===== src/rtl/bcd2bin.sv =====
// Sequential BCD-to-binary converter using reverse double-dabble.
// It performs one shift/correct iteration per clock and frames each conversion with start/busy/valid.
module bcd2bin #(
    parameter int DIGITS = 3,
    parameter int BIN_W  = 10
) (
    input  logic                  clk,
    input  logic                  rst,
    input  logic                  start,
    input  logic [4*DIGITS-1:0]   bcd_in,
    output logic                  busy,
    output logic                  valid,
    output logic [BIN_W-1:0]      bin,
    output logic                  err
);
    localparam int BCD_W = 4 * DIGITS;
    localparam int CNT_W = $clog2(BIN_W + 1);
    localparam logic [CNT_W-1:0] LAST = CNT_W'(BIN_W - 1);

    typedef enum logic {IDLE, SHIFT} state_t;

    state_t              state, state_nxt;
    logic [BCD_W-1:0]    bcd_sr, bcd_sr_nxt;
    logic [BIN_W-1:0]    res, res_nxt, res_shift;
    logic [CNT_W-1:0]    cnt, cnt_nxt;
    logic                err_pending, err_pending_nxt;
    logic                busy_nxt, valid_nxt, err_nxt;
    logic [BIN_W-1:0]    bin_nxt;

    // After a right shift, a digit MSB that arrived from the digit above is worth 5, not 8.
    function automatic logic [BCD_W-1:0] fix_digits(input logic [BCD_W-1:0] v);
        logic [BCD_W-1:0] r;
        r = v;
        for (int i = 0; i < DIGITS; i++) begin
            if (v[4*i+3]) r[4*i +: 4] = v[4*i +: 4] - 4'd3;
        end
        return r;
    endfunction

    function automatic logic has_bad_digit(input logic [BCD_W-1:0] v);
        logic bad;
        bad = 1'b0;
        for (int i = 0; i < DIGITS; i++) begin
            if (v[4*i +: 4] > 4'd9) bad = 1'b1;
        end
        return bad;
    endfunction

    always_comb begin
        state_nxt       = state;
        bcd_sr_nxt      = bcd_sr;
        res_nxt         = res;
        cnt_nxt         = cnt;
        err_pending_nxt = err_pending;
        busy_nxt        = busy;
        valid_nxt       = 1'b0;
        bin_nxt         = bin;
        err_nxt         = err;
        res_shift       = {bcd_sr[0], res[BIN_W-1:1]};
        case (state)
            IDLE: begin
                if (start) begin
                    bcd_sr_nxt      = bcd_in;
                    res_nxt         = '0;
                    err_pending_nxt = has_bad_digit(bcd_in);
                    cnt_nxt         = '0;
                    busy_nxt        = 1'b1;
                    state_nxt       = SHIFT;
                end
            end
            SHIFT: begin
                res_nxt    = res_shift;
                bcd_sr_nxt = fix_digits(bcd_sr >> 1);
                cnt_nxt    = cnt + CNT_W'(1);
                if (cnt == LAST) begin
                    bin_nxt   = err_pending ? '0 : res_shift;
                    err_nxt   = err_pending;
                    valid_nxt = 1'b1;
                    busy_nxt  = 1'b0;
                    state_nxt = IDLE;
                end
            end
            default: state_nxt = IDLE;
        endcase
    end

    always_ff @(posedge clk) begin
        if (rst) begin
            state <= IDLE;
            busy  <= 1'b0;
            valid <= 1'b0;
            bin   <= '0;
            err   <= 1'b0;
            cnt   <= '0;
        end else begin
            state <= state_nxt;
            busy  <= busy_nxt;
            valid <= valid_nxt;
            bin   <= bin_nxt;
            err   <= err_nxt;
            cnt   <= cnt_nxt;
        end
    end

    // Working registers are only meaningful while SHIFT, so they carry no reset.
    always_ff @(posedge clk) begin
        bcd_sr      <= bcd_sr_nxt;
        res         <= res_nxt;
        err_pending <= err_pending_nxt;
    end
endmodule


===== config.mk =====
export PLATFORM = sky130hd
export DESIGN_NAME = bcd2bin
export DESIGN_NICKNAME = d
export VERILOG_FILES = /design/src/rtl/bcd2bin.sv
export SDC_FILE = /design/constraint.sdc
export NUM_CORES = 1
export LEC_CHECK = 0
export CORE_MARGIN = 2
export CORE_UTILIZATION = 54
export CTS_BUF_LIST = sky130_fd_sc_hd__clkbuf_2 sky130_fd_sc_hd__clkbuf_4 sky130_fd_sc_hd__clkbuf_8
export CTS_CLUSTER_DIAMETER = 100
export CTS_CLUSTER_SIZE = 8
export DETAILED_ROUTE_END_ITERATION = 8
export GPL_ROUTABILITY_DRIVEN = 0
export GPL_TIMING_DRIVEN = 1
export PLACE_DENSITY = 0.81
export SETUP_SLACK_MARGIN = 0.1
export SLEW_MARGIN = 5
export SYNTH_ARGS = -nofsm -noshare
export SYNTH_HDL_FRONTEND = slang
export SYNTH_SLANG_ARGS = --single-unit

===== constraint.sdc =====
create_clock -name clk -period 1.8 [get_ports clk]
set_input_delay 0.36 -clock clk [delete_from_list [all_inputs] [get_ports clk]]
set_output_delay 0.36 -clock clk [all_outputs]
set_load 0.05 [all_outputs]

==> results of run 1 <==
## metal layers
layer | routed length (um) | global-route usage (%)
met1 | 1210 | 18.9
met2 | 1350 | 31.7
met5 | 0 | 0
met4 | 61 | 9.21
met3 | 131 | 6.77
## path summary, 6_finish.rpt
check                                 startpoint                  end  slack (ns)  cells past startpoint
worst max register to register  state$_SDFF_PP0_  bcd_sr[8]$_DFFE_PP_        0.36                      2
worst max-delay path            state$_SDFF_PP0_  bcd_sr[8]$_DFFE_PP_        0.36                      2
worst min register to register  err$_SDFFE_PP0P_     err$_SDFFE_PP0P_        0.49                      1
worst min-delay path            err$_SDFFE_PP0P_     err$_SDFFE_PP0P_        0.49                      1
## cell type report
type / count / share of cell area [%]
sequential: 40 / 50.5
tap: 33 / 2.04
multi-input combinational: 80 / 28.7
clock inverter: 2 / 1.67
timing repair buffer: 31 / 13.9
clock buffer: 6 / 2.54
inverter: 4 / 0.743
## cells by family after synthesis
kind of cell	after synthesis	synth area share, %
AOI/OAI and AO/OA	29	11.8
muxes	6	3.84
xor gates and xnor gates	4	2.11
adders and majority gates	4	3.01
DFF	40	61.4
and+or+nand+nor	37	14.1
buffers and inverters	10	3.76
## through the flow
step / worst slack (ns) / instance area, um^2 / power [uW] / cells / util [%]
after floorplan: 0.383 / 1660 / 1210 / 130 / -
final: 0.360 / 2020 / 1870 / 196 / 67.9
after CTS: 0.360 / 2020 / 1880 / 196 / 67.9
after global placement: 0.228 / 1940 / 1270 / 188 / 65.0
after global routing: 0.228 / 2020 / 1940 / 196 / 67.9
after detailed placement: 0.166 / 1940 / 1290 / 188 / 65.0
## power by group
group          leakage, uW  internal [uW]  switching (uW)  total, uW
Sequential        0.000372           1030            42.8       1070
Combinational     0.000405            100            89.5        190
Clock            0.0000459            326             280        606
## worst max-delay path, delay by kind of cell, from the launching register on
kind                   cells  cell delay (ns)
buffers and inverters      1             0.27
DFF                        1             0.59
muxes                      1             0.34
## registers in the layout (all words and copies together), names as in the netlist
signal and cells:
bcd_sr 12, bin 10, busy 1, cnt 4, err 1, err_pending 1, res 9, state 1
valid 1
## layout by cell type (no fill, tap or decap), types with 2 or more instances in the layout
| cell | synthesis | routed |
|---|---|---|
| edfxtp_1 | 22 | 22 |
| dfxtp_1 | 18 | 18 |
| buf_4 | 2 | 16 |
| clkdlybuf4s50_1 | 0 | 14 |
| a22o_1 | 11 | 11 |
| nor2_1 | 10 | 10 |
| and2_1 | 10 | 10 |
| a21oi_1 | 9 | 9 |
| nor2b_1 | 5 | 5 |
| clkbuf_4 | 0 | 5 |
| inv_1 | 4 | 4 |
| xnor2_1 | 4 | 4 |
| ha_1 | 4 | 4 |
| nand2_1 | 3 | 3 |
| mux2i_1 | 3 | 3 |
| mux2_1 | 3 | 3 |
| nand3_1 | 3 | 3 |
| o21ai_0 | 3 | 3 |
| o22ai_1 | 2 | 2 |
==> flow_summary.ini, run 1 <==
[global_routing]
grt_pass1_vias = 1066
grt_max_degree = 23
antenna_found_initial = 0
track_usage_pct = 18.2
grt-ovfl-total = 0
grt_pass1_wl_um = 4610

[setup_path]
crit_path_max_incr_delay_ns = 0.59
timing_worst_setup_path_type = reg2reg
cp_max_fo = 13
cp_data_arrival_time_ns = 1.54
worstPathRequired_ns = 1.90
cp_cell_sequence = buf_4 > mux2_1
worstSetupStartpointType = flip-flop
worst_setup_path_end_kind = flip-flop
crit_path_top_delay_cell = dfxtp_1

[clock_tree]
ctsHtreeMaxLevel = 2
tritoncts = built
cts-resized-gates = 0
insertion_delay_ns = 0.34
clkTransAtPathRegs_ns = 0.11
post_cts_buffers = 0
ctsHoldBuffers = 0
cts_buffer_depth = 2
clock-sinks = 40
numCtsBuffers = 5
cts_root_buf = clkbuf_4

[timing]
hold_slack_ns = 0.493
rsz0062_at_grt = false
max_slew.worst_pin.slew_ns = 0.411
period_needed_ns = 1.44
clock.fmax_ghz = 0.694
tns_ns = 0
slew_headroom_pct = 72.6
slew_viol_final = 0
setup_viol = 0
fin_crit_sh_pct = 80.0
skew_ns = 0.00486
hold_viol = 0

[synth]
synth_ff_type = edfxtp_1
yosysTopAreaCellShare_pct = 39.7
syn_nets = 149
yosysUniqueCellTypes = 29
synth_seq_cells = 40
syn_inst = 130
synth_edf_count = 22
synth.area.top_cells = edfxtp_1 40%, dfxtp_1 22%, a22o_1 5.8%
async_flop_share_pct = 0
netlist_area_um2 = 1660
syn_area_per_cell_um2 = 12.8
yosys.area.top_type = edfxtp_1
yosysSeqAreaShare_pct = 61.4
synth_common_cells = 22 x edfxtp_1, 18 x dfxtp_1, 11 x a22o_1
yosysWarnings = 0
synthMostInstantiatedCell = edfxtp_1

[finish]
diodes = 0
layout-drive-gt1-share_pct = 16.6
fin_nets = 181
register_area_um2 = 1020
fillers = 235
multi_input_area_um2 = 579
syn_to_final_growth_pct = 21.6

[worst_hold_path]
hp-class = reg2reg

[pwr]
powerDensity_nw_per_um2 = 925
ir_drop_v = 0.000625
leakagePower_uw = 0.000822

[route]
wl_per_cell_um = 14.0
routed_wirelength_um = 2750
via_per_inst = 5.41
drc = 0
first_pass_iters = 4
vias = 1061
ant_nets = 0
initialDrtViolationCount = 41

[die]
core_um2 = 2980
dieHeight_um = 59.5
start_util_pct = 55.8
rows = 20
die-width_um = 59.5
io_pins = 28
die-area_um2 = 3540

[run]
cap_violations = 0

[run_status]
status = completed

[placed_design]
port_buffers = 27
place_hpwl_um = 2050
No activity file was read; power rests on OpenSTA's default activity.
==> run 2: changes to the inputs <==
==> constraint.sdc (replaced) <==
create_clock -name clk -period 1.4 [get_ports clk]
set_input_delay 0.28 -clock clk [delete_from_list [all_inputs] [get_ports clk]]
set_output_delay 0.28 -clock clk [all_outputs]
set_load 0.05 [all_outputs]
==> flow_summary.ini, run 2 (synthesis results as in run 1) <==
[die]
dieHeight_um = 59.5
io_pins = 28
die-area_um2 = 3540
start_util_pct = 55.8
rows = 20
core_um2 = 2980
die-width_um = 59.5

[run_status]
status = completed

[setup_path]
cp_data_arrival_time_ns = 1.55
worstPathRequired_ns = 1.64
cp_max_fo = 6
timing_worst_setup_path_type = reg2reg
worst_setup_path_end_kind = flip-flop
r2r_end = bin[5]$_SDFFE_PP0P_
reg2reg_depth = 6
worstSetupStartpointType = flip-flop
r2r_start = cnt[1]$_SDFFE_PP0P_
ff2ff_setup_slack_ns = 0.09

[route]
wl_per_cell_um = 15.5
initialDrtViolationCount = 33
via_per_inst = 5.42
routed_wirelength_um = 3250
vias = 1138
drc = 0
ant_nets = 0
first_pass_iters = 4

[clock_tree]
numCtsBuffers = 5
insertion_delay_ns = 0.34
ctsHtreeMaxLevel = 2
clkTransAtPathRegs_ns = 0.12
tritoncts = built
clock-sinks = 40
cts_root_buf = clkbuf_4
cts_buffer_depth = 2

[finish]
fillers = 179
multi_input_area_um2 = 602
syn_to_final_growth_pct = 42.7
register_area_um2 = 1020
fin_nets = 195
mostFrequentLayoutCells = 22 x edfxtp_1, 16 x buf_12, 15 x dfxtp_1
mostFrequentLayoutCell = edfxtp_1
diodes = 0
postLayoutCellArea_um2 = 2370
largest_reg_flops = 12
fin_util_pct = 79.7
top_regs = bcd_sr: 12 flops, bin: 10 flops, res: 9 flops
layout-drive-gt1-share_pct = 28.2
regMostFlops = bcd_sr

[pwr]
power_switching_uw = 555
p_sw_share_pct = 21.9
intPower_uw = 1980
ir_drop_v = 0.000796
pwr-share-comb_pct = 12.3
p_clk_share_pct = 33.1
leakagePower_uw = 0.000946
seqPwrFrac_pct = 54.6
finalPower_uw = 2530
powerDensity_nw_per_um2 = 1070

[timing]
tns_ns = 0
worst_slack_ns = 0.0860
fin_crit_sh_pct = 93.9
slew_viol_final = 0
rsz0062_at_grt = true
setup_viol = 0
slew_headroom_pct = 83.0
hold_viol = 0
max_slew.worst_pin.slew_ns = 0.254
skew_ns = 0.0105
period_needed_ns = 1.31
clock.fmax_ghz = 0.761

[placed_design]
dp_slack_ns = -0.0645
place_hpwl_um = 2230
port_buffers = 27
dpl-instance-area_um2 = 2140

[run]
cap_violations = 0

[global_routing]
grt-ovfl-total = 0
antenna_found_initial = 0
grt_max_degree = 22
track_usage_pct = 20.5
grt_pass1_vias = 1131
grt_pass1_wl_um = 5200

[worst_hold_path]
worstHoldStart = res[4]$_SDFFCE_PN0P_
worstHoldEndpoint = bin[3]$_SDFFE_PP0P_
whs_path_depth = 1
hp-class = reg2reg
==> run 2: changes by cell type in the layout (fill, tap and decap cells not counted), moves of 2 or more <==
| cell | delta |
|---|---|
| buf_12 | +15 |
| dfxtp_1 | -3 |
| dfxtp_2 | +3 |
| buf_4 | -2 |
| ha_1 | -2 |
| inv_1 | -2 |
==> run 2: metrics by stage <==
step | instances | hold WS, ns
after floorplan | 130 | 0.436
after global placement | 192 | 0.441
after detailed placement | 192 | 0.460
after CTS | 204 | 0.490
after global routing | 210 | 0.515
final | 210 | 0.488
==> run 2: cell type report <==
class	count	area share, %
clock inverter	1	1.27
multi-input combinational	80	25.4
inverter	4	0.791
sequential	40	43.2
tap	33	1.74
timing repair buffer	45	24.9
clock buffer	7	2.74
==> run 2: power by group through the flow <==
stage	Combinational, uW	Sequential (uW)	Clock [uW]
final	312	1380	838
after global routing	341	1390	906
after CTS	294	1380	843
after detailed placement	272	1410	0
after global placement	252	1400	0
after floorplan	164	1400	0
==> run 2: worst max-delay path: stages, from the launching register on <==
cell and delay (ns):
dfxtp_2 0.34, inv_2 0.07, ha_4 0.14, nand4b_4 0.12
nor2b_4 0.17, clkbuf_16 0.16, a22o_1 0.22
==> run 2: worst max path at each step <==
| stage | from | to | slack, ns | cells after the start |
|---|---|---|---|---|
| after floorplan | cnt[0]$_SDFFE_PP0P_ | err$_SDFFE_PP0P_ | 0.10 | 5 |
| after global placement | start | bcd_sr[4]$_DFFE_PP_ | -0.04 | 4 |
| after detailed placement | rst | bin[4]$_SDFFE_PP0P_ | -0.06 | 3 |
| after CTS | cnt[1]$_SDFFE_PP0P_ | bin[4]$_SDFFE_PP0P_ | 0.10 | 6 |
| after global routing | cnt[1]$_SDFFE_PP0P_ | bin[0]$_SDFFE_PP0P_ | 0.04 | 6 |
| final | cnt[1]$_SDFFE_PP0P_ | bin[5]$_SDFFE_PP0P_ | 0.09 | 6 |
==> run 2: metal layers <==
layer	vias up	wire, um	part of all wire, %	GRT usage, %
met5	-	0	0	0
met4	0	31	0.96	6.67
met3	4	123	3.8	6.55
met2	31	1730	53	36.9
met1	540	1360	42	22.8
li1	563	-	-	-
==> run 2: timing repair <==
item	4_1_cts	5_1_grt
cloned	0	1
setup endpoints to repair	15	14
pin swaps	0	4
resized for setup	6	1
hold buffers	0	0
setup buffers	4	5
